`src/rtl/ml_ahb_pkg.sv`:
```
// ----------------------------------------------------------------------------
// ml_ahb_pkg
// Shared definitions for the multi-layer AHB slave-port arbiter:
//   - HTRANS encodings
//   - arbiter state encoding (IDLE / OWN / HOLD)
//   - helper that tells whether an owner's current transfer type lets the
//     address phase be handed over at the end of this cycle
// ----------------------------------------------------------------------------
package ml_ahb_pkg;

    localparam logic [1:0] HTRANS_IDLE   = 2'b00;
    localparam logic [1:0] HTRANS_BUSY   = 2'b01;
    localparam logic [1:0] HTRANS_NONSEQ = 2'b10;
    localparam logic [1:0] HTRANS_SEQ    = 2'b11;

    typedef enum logic [1:0] {
        ST_IDLE = 2'b00,  // no owner
        ST_OWN  = 2'b01,  // owner present, may be re-arbitrated
        ST_HOLD = 2'b10   // owner mid-burst or locked
    } arb_state_t;

    // IDLE and NONSEQ mark a burst boundary; BUSY and SEQ are inside a burst.
    function automatic logic trans_allows_rearb(input logic [1:0] ht);
        return (ht == HTRANS_IDLE) || (ht == HTRANS_NONSEQ);
    endfunction

endpackage

```
`src/rtl/ml_ahb_prio_sel_n.sv`:
```
// ----------------------------------------------------------------------------
// ml_ahb_prio_sel_n
// Combinational N-way lowest-value selector.
// Among requesting masters, aged masters beat non-aged ones; within a class
// the lowest priority value wins and ties resolve to the lowest index.
//   i_req    [NUM_MST-1:0]        request per master
//   i_aged   [NUM_MST-1:0]        starvation flag per master
//   i_prio   [NUM_MST*PRIO_W-1:0] priority of master i at [i*PRIO_W +: PRIO_W]
//   o_winner [NUM_MST-1:0]        one-hot winner (all zero when nobody requests)
//   o_idx    [SEL_W-1:0]          winner index (0 when nobody requests)
//   o_valid                       a winner exists
// ----------------------------------------------------------------------------
module ml_ahb_prio_sel_n #(
    parameter int NUM_MST = 2,
    parameter int PRIO_W  = 3,
    parameter int SEL_W   = 3
) (
    input  logic [NUM_MST-1:0]        i_req,
    input  logic [NUM_MST-1:0]        i_aged,
    input  logic [NUM_MST*PRIO_W-1:0] i_prio,
    output logic [NUM_MST-1:0]        o_winner,
    output logic [SEL_W-1:0]          o_idx,
    output logic                      o_valid
);

    logic              w_found;
    logic              w_best_aged;
    logic [PRIO_W-1:0] w_best_prio;
    logic [SEL_W-1:0]  w_best_idx;
    logic              w_take;

    // Ascending scan with a strict comparison keeps the lowest index on ties.
    always_comb begin
        w_found     = 1'b0;
        w_best_aged = 1'b0;
        w_best_prio = '0;
        w_best_idx  = '0;
        w_take      = 1'b0;
        for (int i = 0; i < NUM_MST; i++) begin
            w_take = 1'b0;
            if (i_req[i]) begin
                w_take = !w_found
                      || (i_aged[i] && !w_best_aged)
                      || ((i_aged[i] == w_best_aged)
                          && (i_prio[i*PRIO_W +: PRIO_W] < w_best_prio));
            end
            if (w_take) begin
                w_found     = 1'b1;
                w_best_aged = i_aged[i];
                w_best_prio = i_prio[i*PRIO_W +: PRIO_W];
                w_best_idx  = SEL_W'(i);
            end
        end
    end

    always_comb begin
        o_winner = '0;
        for (int i = 0; i < NUM_MST; i++) begin
            o_winner[i] = w_found && (w_best_idx == SEL_W'(i));
        end
    end

    assign o_idx   = w_best_idx;
    assign o_valid = w_found;

endmodule

```
`src/rtl/ml_ahb_port_arbiter.sv`:
```
// ----------------------------------------------------------------------------
// ml_ahb_port_arbiter
// Arbiter for one multi-layer AHB slave port shared by NUM_MST masters.
// Picks the address-phase owner by priority (lower value wins, tie -> lower
// index), holds ownership across bursts and locked sequences, promotes
// starving requesters after AGE_MAX lost arbitrations, and tracks the
// data-phase owner for the data mux.
//   HCLK, HRESETn            clock, asynchronous active-low reset
//   req        [NUM_MST]     per-master address-phase request
//   prio       [NUM_MST*PRIO_W] per-master priority
//   htrans     [NUM_MST*2]   per-master HTRANS
//   hmastlock  [NUM_MST]     per-master lock
//   hready                   slave-side HREADY
//   grant      [NUM_MST]     one-hot address-phase owner
//   addr_sel   [SEL_W]       owner index for the address mux
//   addr_valid               an owner exists
//   data_sel   [SEL_W]       data-phase master index for the data mux
//   data_valid               data phase active (NONSEQ/SEQ accepted)
// ----------------------------------------------------------------------------
module ml_ahb_port_arbiter
    import ml_ahb_pkg::*;
#(
    parameter int NUM_MST = 2,
    parameter int PRIO_W  = 3,
    parameter int AGE_MAX = 15,
    parameter int SEL_W   = 3
) (
    input  logic                      HCLK,
    input  logic                      HRESETn,
    input  logic [NUM_MST-1:0]        req,
    input  logic [NUM_MST*PRIO_W-1:0] prio,
    input  logic [NUM_MST*2-1:0]      htrans,
    input  logic [NUM_MST-1:0]        hmastlock,
    input  logic                      hready,
    output logic [NUM_MST-1:0]        grant,
    output logic [SEL_W-1:0]          addr_sel,
    output logic                      addr_valid,
    output logic [SEL_W-1:0]          data_sel,
    output logic                      data_valid
);

    localparam int AGE_W = (AGE_MAX < 2) ? 1 : $clog2(AGE_MAX + 1);

    arb_state_t         r_state;
    logic [NUM_MST-1:0] r_grant;
    logic [SEL_W-1:0]   r_addr_sel;
    logic               r_addr_valid;
    logic [SEL_W-1:0]   r_data_sel;
    logic               r_data_valid;
    logic [AGE_W-1:0]   r_age [NUM_MST];

    logic [1:0]         w_own_htrans;
    logic               w_own_lock;
    logic [NUM_MST-1:0] w_aged;
    logic               w_ae;
    logic [NUM_MST-1:0] w_win;
    logic [SEL_W-1:0]   w_win_idx;
    logic               w_win_valid;

    // Current owner's transfer type and lock; with no owner the mux reads
    // master 0, which is harmless because IDLE always arbitrates.
    always_comb begin
        w_own_htrans = HTRANS_IDLE;
        w_own_lock   = 1'b0;
        for (int i = 0; i < NUM_MST; i++) begin
            if (r_addr_sel == SEL_W'(i)) begin
                w_own_htrans = htrans[2*i +: 2];
                w_own_lock   = hmastlock[i];
            end
        end
    end

    // A master is promoted once it has lost AGE_MAX arbitrations in a row.
    always_comb begin
        w_aged = '0;
        for (int i = 0; i < NUM_MST; i++) begin
            w_aged[i] = (AGE_MAX != 0) && (r_age[i] == AGE_W'(AGE_MAX));
        end
    end

    // Arbitration event: port idle, or the owner reached a burst boundary
    // with the slave ready and no lock asserted.
    assign w_ae = (r_state == ST_IDLE)
               || (hready && trans_allows_rearb(w_own_htrans) && !w_own_lock);

    ml_ahb_prio_sel_n #(
        .NUM_MST (NUM_MST),
        .PRIO_W  (PRIO_W),
        .SEL_W   (SEL_W)
    ) u_sel (
        .i_req    (req),
        .i_aged   (w_aged),
        .i_prio   (prio),
        .o_winner (w_win),
        .o_idx    (w_win_idx),
        .o_valid  (w_win_valid)
    );

    always_ff @(posedge HCLK or negedge HRESETn) begin
        if (!HRESETn) begin
            r_state      <= ST_IDLE;
            r_grant      <= '0;
            r_addr_sel   <= '0;
            r_addr_valid <= 1'b0;
            r_data_sel   <= '0;
            r_data_valid <= 1'b0;
            for (int i = 0; i < NUM_MST; i++) begin
                r_age[i] <= '0;
            end
        end else begin
            // Address phase accepted on hready: it becomes the data phase.
            if (hready) begin
                r_data_sel   <= r_addr_sel;
                r_data_valid <= r_addr_valid & w_own_htrans[1];
            end

            if (w_ae) begin
                if (w_win_valid) begin
                    r_grant      <= w_win;
                    r_addr_sel   <= w_win_idx;
                    r_addr_valid <= 1'b1;
                    r_state      <= ST_OWN;
                end else begin
                    r_grant      <= '0;
                    r_addr_sel   <= '0;
                    r_addr_valid <= 1'b0;
                    r_state      <= ST_IDLE;
                end
                // Ages move only at arbitration events: losers that still
                // request count up (saturating), everyone else restarts.
                for (int i = 0; i < NUM_MST; i++) begin
                    if (AGE_MAX == 0) begin
                        r_age[i] <= '0;
                    end else if (req[i] && !w_win[i]) begin
                        if (r_age[i] != AGE_W'(AGE_MAX)) begin
                            r_age[i] <= r_age[i] + AGE_W'(1);
                        end
                    end else begin
                        r_age[i] <= '0;
                    end
                end
            end else if (hready) begin
                // Ready without an event means BUSY/SEQ or a lock is active.
                r_state <= ST_HOLD;
            end
        end
    end

    assign grant      = r_grant;
    assign addr_sel   = r_addr_sel;
    assign addr_valid = r_addr_valid;
    assign data_sel   = r_data_sel;
    assign data_valid = r_data_valid;

endmodule

```
`config.mk`:
```
export PLATFORM = sky130hd
export DESIGN_NAME = ml_ahb_port_arbiter
export DESIGN_NICKNAME = d
export VERILOG_FILES = /design/src/rtl/ml_ahb_pkg.sv /design/src/rtl/ml_ahb_prio_sel_n.sv /design/src/rtl/ml_ahb_port_arbiter.sv
export SDC_FILE = /design/constraint.sdc
export NUM_CORES = 1
export LEC_CHECK = 0
export BUFFER_PORTS_ARGS = -buffer_cell sky130_fd_sc_hd__buf_2
export CAP_MARGIN = 20
export CORE_MARGIN = 5
export CORE_UTILIZATION = 34
export CTS_CLUSTER_DIAMETER = 150
export DETAILED_ROUTE_END_ITERATION = 7
export GPL_ROUTABILITY_DRIVEN = 0
export HOLD_SLACK_MARGIN = 0.03
export MAX_ROUTING_LAYER = met4
export PLACE_DENSITY = 0.56
export SLEW_MARGIN = 20
export SYNTH_ARGS = -nofsm -noshare
export SYNTH_HDL_FRONTEND = slang
export SYNTH_SLANG_ARGS = --single-unit
```
`constraint.sdc`:
```
create_clock -name HCLK -period 2.45 [get_ports HCLK]
set_input_delay 0.49 -clock HCLK [delete_from_list [all_inputs] [get_ports HCLK]]
set_output_delay 0.49 -clock HCLK [all_outputs]
set_load 0.05 [all_outputs]
```
==> run metrics, run 1 <==
Seq/Total Area, Yosys 40.87%; Top-Level Pins 27; Layout area overhead 14.85%; Max Cap Viol 0; port bufs 22; fillcell total 275; flops & latches, synth 15; 1st-pass router iterations 3; total number of yosys warnings 0; # setup viols final 0; Post-Route WL 1779 um; Die Area 0.003840 sq mm; FMAX 0.4619 GHz; PwrDens 949.3 mW/mm^2; top-area cell type share of the netlist area 40.87%; final core area utilization 41.82%; largest net degree at the start of global routing 16; Row Count 18; cells on worst reg2reg path 9; critical path endpoint category flip-flop; Mapped Cells 95; Reg2Reg Setup Slack 0.29 ns; Setup Total Neg Slack 0 ns; Tmin final 2.165 ns; Final Cycle Share 88.36%; outcome complete, no violations; Residual DRC 0; # H-tree levels 1; CTS tree built; pre-CTS setup slack 0.1599 ns; Logic pwr share 48.0%; DP HPWL 1396 um; Seq pwr share 37.8%; layout cell share with drive strength beyond 1 32.48%; ANT nets after route 0; design area 0.001055 sq mm; Final Power 0.001001 W; routed vias 744; NetSw 0.0004691 W; Nets 140; main area contributors after synthesis dfrtp_1 41%, ha_1 6.8%, nand2_1 5.7%; per-cell routed wire length 12.10 um; Die Span X 61.97 um; initial core utilization 36.41%; initial antenna violation count 0; internal power 0.0005322 W; Pleak 0.5208 nW; first-pass GRT wire length 2822 um; VDD IR max 502.1 uV; Die H 61.97 um; dpl cell area 0.001023 sq mm; worst skew pair latency 0.28 ns; worst setup margin 0.2851 ns; Final Max Slew Viols 0; critical path data required time 2.67 ns; vias in the first global route 678; Yosys top cell by area dfrtp_1; clk root buf clkbuf_4; Layout Skew 0.006980 ns; GR Overflow Total 0; Hold Vio Cnt, Final 0; WP data arrival 2.39 ns; Setup CP Type reg -> reg; diode count 0; clock sinks 15; R2R Path Start r_age[4]; CP max FO 5; synthesized area 918.4 sq um; syn avg cell area 9.667 sq um; Netlist cell types 34; Worst setup SP type flip-flop; 1st-iter DRT viols 19; clock slew at reported path FFs 0.10 ns; Core Area 0.002522 sq mm; clk buf depth 2; post-CTS setup buffers 0; GRT Util Overall 10.31%; Critical R2R Capture r_age[0]; unrepaired setup endpoints after global routing false; clock share of power 14.2%; DR vias/cell 5.061; worst min path class in -> async; Inserted Clock Buffers 3; net switching fraction of the power 46.85%
-- synth_stat cells --
cell / n
and3_1: 2
dfrtp_1: 15
nor2_1: 6
nor2b_1: 2
o21ai_0: 1
nor4b_2: 1
nand4b_1: 1
nand3_1: 6
or3_4: 1
nor3_4: 1
a32o_1: 1
o21bai_1: 1
a21oi_2: 2
o2111ai_1: 1
nand2_1: 14
buf_4: 5
inv_1: 6
mux2_2: 1
mux2i_1: 1
a21boi_1: 1
conb_1: 1
ha_1: 5
o211ai_1: 1
a22o_1: 2
nor4bb_4: 1
mux2_4: 1
a31o_2: 1
o21ai_2: 1
o22ai_1: 2
buf_2: 1
buf_6: 1
a21oi_1: 7
nor3_1: 1
nor2_2: 1
-- power groups by stage --
stage          clock [W]  sequential (W)  combinational [W]
6_report        0.000142        0.000378           0.000481
5_1_grt         0.000163        0.000388           0.000525
4_1_cts         0.000148        0.000379           0.000488
3_5_place_dp           0        0.000384           0.000487
3_3_place_gp           0        0.000384           0.000483
2_1_floorplan          0        0.000496           0.000291
-- area by class of cell --
| type | instances | area, sq um | share of cell area (%) |
|---|---|---|---|
| Timing Repair Buffer | 22 | 110.1 | 10.44 |
| Sequential cell | 15 | 375.4 | 35.59 |
| Multi-Input combinational cell | 70 | 481.7 | 45.67 |
| Inverter | 6 | 22.52 | 2.135 |
| Clock buffer | 3 | 22.52 | 2.135 |
| Clock inverter | 1 | 5.005 | 0.4745 |
| Tap cell | 30 | 37.54 | 3.559 |
-- state kept, by name (all words and copies together) (netlist names) --
name and count:
r_age 8, grant 2, r_state 2, addr_valid 1, data_sel 1, data_valid 1
-- layer usage --
layer | global-route usage (%) | vias up | wire length (um) | share of wire (%)
li1 | - | 372 | - | -
met1 | 12.42 | 346 | 823 | 46
met2 | 16.27 | 24 | 785 | 44
met3 | 1.240 | 2 | 143 | 8.0
met4 | 6.364 | 0 | 27 | 1.5
met5 | - | - | 0 | 0
-- critical path: stages, from the launching register on --
cell and delay [ns]:
dfrtp_1 0.42, ha_1 0.19, nand2_1 0.09, nor2_1 0.25, inv_1 0.08, ha_1 0.28
o2111ai_1 0.14, nand3_1 0.21, nor3_1 0.25, mux2_4 0.20
-- per-stage QoR --
stage	instances	hold WS, ns
after detailed placement	143	0.4240
after CTS	147	0.1068
after floorplan	98	0.1944
after global routing	147	0.09438
final	147	0.09582
after global placement	143	0.4228
-- cells in the final DEF, fill, tap and decap left out, types with 2 or more instances in the layout --
master and instances:
a21oi_1 7, conb_1 4, nand3_1 6, nor2_1 6
o22ai_1 2, a22o_1 2, clkbuf_4 3, ha_1 5
and3_1 2, nand2_1 14, inv_1 6, buf_2 22
nor2b_1 2, dfrtp_1 15, a21oi_2 2
-- how the worst max path moves through the flow --
stage / from / to / slack (ns)
detailed placement: req[0] / r_age[6] / 0.16
global placement: req[0] / r_age[6] / 0.25
finish: r_age[4] / r_age[0] / 0.29
floorplan: req[0] / r_age[6] / 0.42
CTS: r_age[4] / r_age[6] / 0.19
global route: r_age[4] / r_age[0] / 0.07
-- what timing repair did --
item                                    4_1_cts  5_1_grt
endpoints found under the setup margin        0        1
gates resized for setup                       0        1
hold buffers                                  0        0
-- cell families after synthesis --
family | after synthesis | synth area share [%]
compound gates | 21 | 15.94
fa+ha+maj | 5 | 6.812
buf+inv | 13 | 8.310
flops | 15 | 40.87
mux | 3 | 3.950
other cells | 1 | 0.4083
simple gates | 37 | 23.70
(Power assumes the default switching activity.)
==> run 2: changes to the inputs <==
CORE_MARGIN = default   (was 5)
clock period = 2.3 ns   (was 2.45 ns; I/O delays follow)
==> run metrics, run 2 (synthesized netlist as in run 1, its figures left out) <==
Multi-input gate area 480.5 sq um (-0.26%); worst skew pair latency 0.28 ns (about the same); most common cell after layout, fill and taps aside buf_2; Setup CP Type reg -> reg; # H-tree levels 1 (unchanged); worst setup margin 0.2338 ns (-0.05135 ns); Die Area 0.002913 sq mm (-24%); ANT nets after route 0 (unchanged); DR vias/cell 4.899 (-3.2%); pre-CTS setup slack 0.1651 ns (+0.005245 ns); 1st-pass router iterations 4 (+1); Hold Vio Cnt, Final 0 (unchanged); Worst setup SP type flip-flop; Inserted Clock Buffers 3 (unchanged); Nets 141 (+0.71%); cells on worst reg2reg path 9 (unchanged); routed vias 725 (-2.6%); Max Cap Viol 0 (unchanged); Die H 53.97 um (-13%); Residual DRC 0 (unchanged); GR Overflow Total 0 (unchanged); Final Max Slew Viols 0 (unchanged); initial core utilization 36.41% (unchanged); CTS tree built; Die Span X 53.97 um (-13%); unrepaired setup endpoints after global routing false; clock share of power 14.0% (-0.2 points); Tmin final 2.066 ns (-0.09865 ns); NetSw 0.0005001 W (+6.6%); PwrDens 1007 mW/mm^2 (+6.1%); per-cell routed wire length 11.56 um (-4.5%); clock sinks 15 (unchanged); Critical R2R Capture r_age[0]; Top reg by flops r_age; Core Area 0.002522 sq mm (unchanged); worst min path class in -> async; CP max FO 5 (unchanged); max reg flops 8 (unchanged); Final Cycle Share 89.84% (+1.5 points); 1st-iter DRT viols 5 (-14); net switching fraction of the power 46.81% (about the same); R2R Path Start r_age[4]; clk buf depth 2 (unchanged); first-pass GRT wire length 2904 um (+2.9%); Layout area overhead 15.53%; FMAX 0.4840 GHz (+4.8%); GRT Util Overall 14.67% (+4.4 points); sequential cell area 375.4 sq um (unchanged); clk root buf clkbuf_4; DP HPWL 1293 um (-7.4%); Setup Total Neg Slack 0 ns (unchanged); vias in the first global route 689 (+1.6%); fillcell total 267 (-2.9%); Row Count 18 (unchanged); outcome complete, no violations; initial antenna violation count 0 (unchanged); # setup viols final 0 (unchanged); internal power 0.0005683 W (+6.8%); Reg2Reg Setup Slack 0.23 ns (-0.05 ns); Seq pwr share 37.8% (about the same); Logic pwr share 48.2% (+0.2 points); WP data arrival 2.23 ns (-0.16 ns); Layout Skew 0.01357 ns (+0.006593 ns); port bufs 22 (unchanged); commonest cells after routing, fill and taps aside 22 x buf_2, 15 x dfrtp_1, 14 x nand2_1; critical path endpoint category flip-flop; clock slew at reported path FFs 0.10 ns (about the same); largest net degree at the start of global routing 16 (unchanged); critical path data required time 2.46 ns (-0.21 ns); layout cell share with drive strength beyond 1 33.05% (+0.57 points); diode count 0 (unchanged); VDD IR max 507.6 uV (+1.1%); Pleak 0.5253 nW (+0.86%); Post-Route WL 1711 um (-3.8%); Top-Level Pins 27 (unchanged)
run 2: changes by cell type in the layout (fill, tap and decap cells not counted), sizes merged:
cell	before	now
buf	22	23
run 2: layer usage:
metal	vias up	wire length (um)	GRT usage (%)
met5	-	0	-
met2	25	722	21.81
li1	370	-	-
met4	0	27	10.26
met3	2	89	1.695
met1	328	871	18.38
run 2: what timing repair did:
action	in CTS	in global routing
resized for setup	0	1
setup endpoints to repair	0	3
setup buffers	0	0
hold buffers	0	0
run 2: cell type report:
type | instances | area share (%)
Multi-Input combinational cell | 70 | 45.28
Sequential cell | 15 | 35.38
Timing Repair Buffer | 23 | 11.08
Tap cell | 30 | 3.538
Clock buffer | 3 | 2.123
Inverter | 6 | 2.123
Clock inverter | 1 | 0.4717
run 2: metrics by stage:
| stage | util [%] | total power (W) | hold slack, ns | std cells | instance area [sq um] |
|---|---|---|---|---|---|
| floorplan | - | 0.0008383 | 0.1644 | 98 | 929.6 |
| global placement | 40.87 | 0.0009191 | 0.3886 | 144 | 1031 |
| global route | 42.06 | 0.001153 | 0.07813 | 148 | 1061 |
| finish | 42.06 | 0.001068 | 0.06503 | 148 | 1061 |
| detailed placement | 40.87 | 0.0009304 | 0.3887 | 144 | 1031 |
| CTS | 41.96 | 0.001088 | 0.06202 | 148 | 1059 |
run 2: worst max-delay path by stage:
stage / start / to / slack [ns] / depth (start not counted)
after floorplan: req[0] / r_age[6] / 0.30 / 9
after global routing: r_age[4] / r_age[0] / 0.03 / 9
after global placement: req[0] / r_age[0] / 0.25 / 9
after detailed placement: req[0] / r_age[0] / 0.17 / 9
after CTS: r_age[4] / r_age[0] / 0.16 / 9
final: r_age[4] / r_age[0] / 0.23 / 9
run 2: worst max-delay path: stages (launching register included):
cell and delay [ns]:
dfrtp_1 0.41, ha_1 0.20, nand2_1 0.10, nor2_2 0.20, inv_1 0.06, ha_1 0.27
o2111ai_1 0.15, nand3_1 0.20, nor3_1 0.08, mux2_4 0.27
run 2: power by group through the flow:
stage	combinational [W]	clock [W]	sequential, W
2_1_floorplan	0.000310	0	0.000528
3_3_place_gp	0.000512	0	0.000407
3_5_place_dp	0.000520	0	0.000410
4_1_cts	0.000522	0.000162	0.000405
5_1_grt	0.000566	0.000174	0.000413
6_report	0.000515	0.000149	0.000404
==> run 3: changes to the inputs <==
CORE_UTILIZATION = 40   (was 34)
PLACE_DENSITY = 0.64   (was 0.56)
==> run metrics, run 3 (synthesized netlist as in run 1, its figures left out) <==
outcome complete, no violations; global route hottest layer met2; Die Area 0.002492 sq mm (-14%); cts hold-fix bufs 0 (unchanged); Worst setup SP type flip-flop; ANT nets after route 0 (unchanged); sequential cell area 375.4 sq um (unchanged); Final Max Slew Viols 0 (unchanged); layout cell share with drive strength beyond 1 32.20% (-0.85 points); clock sinks 15 (unchanged); Layout Skew 0.005740 ns (-0.007833 ns); Pleak 0.5226 nW (-0.52%); Setup CP Type reg -> reg; worst setup margin 0.2276 ns (-0.006179 ns); clk buf depth 2 (unchanged); PwrDens 1001 mW/mm^2 (-0.60%); critical path data required time 2.51 ns (+0.05 ns); # setup viols final 0 (unchanged); routed vias 734 (+1.2%); 1st-pass router iterations 4 (unchanged); per-cell routed wire length 10.99 um (-4.9%); Residual DRC 0 (unchanged); Max Cap Viol 0 (unchanged); GRT Util Overall 14.79% (+0.12 points); Hold Vio Cnt, Final 0 (unchanged); Post-Route WL 1594 um (-6.8%); NetSw 0.0004872 W (-2.6%); Layout area overhead 14.99%; CP max stage delay 0.41 ns (about the same); PostCTS Resize Cnt 0 (unchanged); # H-tree levels 1 (unchanged); FMAX 0.4825 GHz (-0.30%); Top-Level Pins 27 (unchanged); diode count 0 (unchanged); pre-CTS setup slack 0.1569 ns (-0.008253 ns); GRT met1 Usage 19.57% (+1.2 points); Tmin final 2.072 ns (+0.006179 ns); Row Count 16 (-2); DR vias/cell 5.062 (+3.3%); Core Area 0.002062 sq mm (-18%); GR Overflow Total 0 (unchanged); final core area utilization 51.21% (+9.2 points); unrepaired setup endpoints after global routing false; post-CTS setup buffers 0 (unchanged); Top reg by flops r_age; clock share of power 13.8% (-0.2 points); max reg flops 8 (unchanged); initial core utilization 44.54% (+8.1 points); internal power 0.0005698 W (+0.27%); Final Cycle Share 90.11% (+0.27 points); 1st-iter DRT viols 6 (+1); clk root buf clkbuf_4; VDD IR max 563.6 uV (+11%); Setup Total Neg Slack 0 ns (unchanged); DP HPWL 1253 um (-3.1%); first-pass GRT wire length 2718 um (-6.4%); Logic pwr share 48.2% (about the same); CP max FO 5 (unchanged); Global Route met2 Usage 22.07% (+0.26 points); met3 global-route usage 2.160% (+0.47 points); Slowest-stage cell, CP dfrtp_1; Inserted Clock Buffers 3 (unchanged); WP data arrival 2.29 ns (+0.06 ns); Die H 49.92 um (-7.5%); Final Hold Slack 0.07167 ns (+0.006642 ns); vias in the first global route 642 (-6.8%); port bufs 22 (unchanged); design area 0.001056 sq mm (-0.47%); fillcell total 206 (-23%); Multi-input gate area 480.5 sq um (unchanged); commonest cells after routing, fill and taps aside 22 x buf_2, 15 x dfrtp_1, 14 x nand2_1; worst skew pair latency 0.27 ns (about the same); CP dominant cell by count ha_1; CP Cell Sequence ha_1 -> nand2_1 -> nor2_2 -> inv_1 -> ha_1 -> o2111ai_1 -> nand3_1 -> nor3_1 -> mux2_4; Nets 141 (unchanged); critical path endpoint category flip-flop; net switching fraction of the power 46.09% (-0.72 points); Seq pwr share 38.0% (+0.2 points); dpl cell area 0.001027 sq mm (-0.36%); clock slew at reported path FFs 0.09 ns (about the same); largest net degree at the start of global routing 16 (unchanged); CTS tree built; initial antenna violation count 0 (unchanged); Die Span X 49.92 um (-7.5%); most common cell after layout, fill and taps aside buf_2; worst min path class in -> async
## run 3: changes by cell type in the layout (fill, tap and decap cells not counted)
cell / change
clkbuf_1: +1
clkinv_2: -1
## run 3: power by group through the flow
stage               clock, W  combinational [W]  sequential (W)
floorplan                  0           0.000310        0.000528
global placement           0           0.000508        0.000409
detailed placement         0           0.000512        0.000409
CTS                 0.000149           0.000514        0.000402
global route        0.000165           0.000554        0.000414
finish              0.000145           0.000510        0.000402
## run 3: worst paths after layout
check,slack [ns],startpoint,endpoint,depth (start not counted)
worst max-delay path,0.23,r_age[4],r_age[0],9
worst min-delay path,0.07,HRESETn,addr_valid,1
worst max register to register,0.23,r_age[4],r_age[0],9
worst min register to register,0.48,grant[0],grant[0],2
max in group asynchronous,1.98,HRESETn,grant[0],1
min in group HCLK,0.48,hready,r_state[0],2
## run 3: routing by layer
metal | routed length [um] | part of all wire, %
met3 | 80 | 5.0
met5 | 0 | 0
met2 | 665 | 42
met1 | 829 | 52
met4 | 19 | 1.2
## run 3: layout make-up
cell class	instances	area share (%)
flip-flops and latches	15	35.55
multi-input cells	70	45.50
inverters	6	2.133
well taps	27	3.199
clock buffers	4	2.488
repair buffers	23	11.14
## run 3: per-stage QoR
stage	total power, W	std cells
2_1_floorplan	0.0008383	98
3_3_place_gp	0.0009172	141
3_5_place_dp	0.0009209	141
4_1_cts	0.001066	145
5_1_grt	0.001133	145
6_report	0.001057	145
## run 3: worst max-delay path, delay by kind of cell (launching register included)
kind | cells | cell delay (ns)
simple gates | 4 | 0.76
fa+ha+maj | 2 | 0.46
flops | 1 | 0.41
mux | 1 | 0.20
compound gates | 1 | 0.12
buf+inv | 1 | 0.07
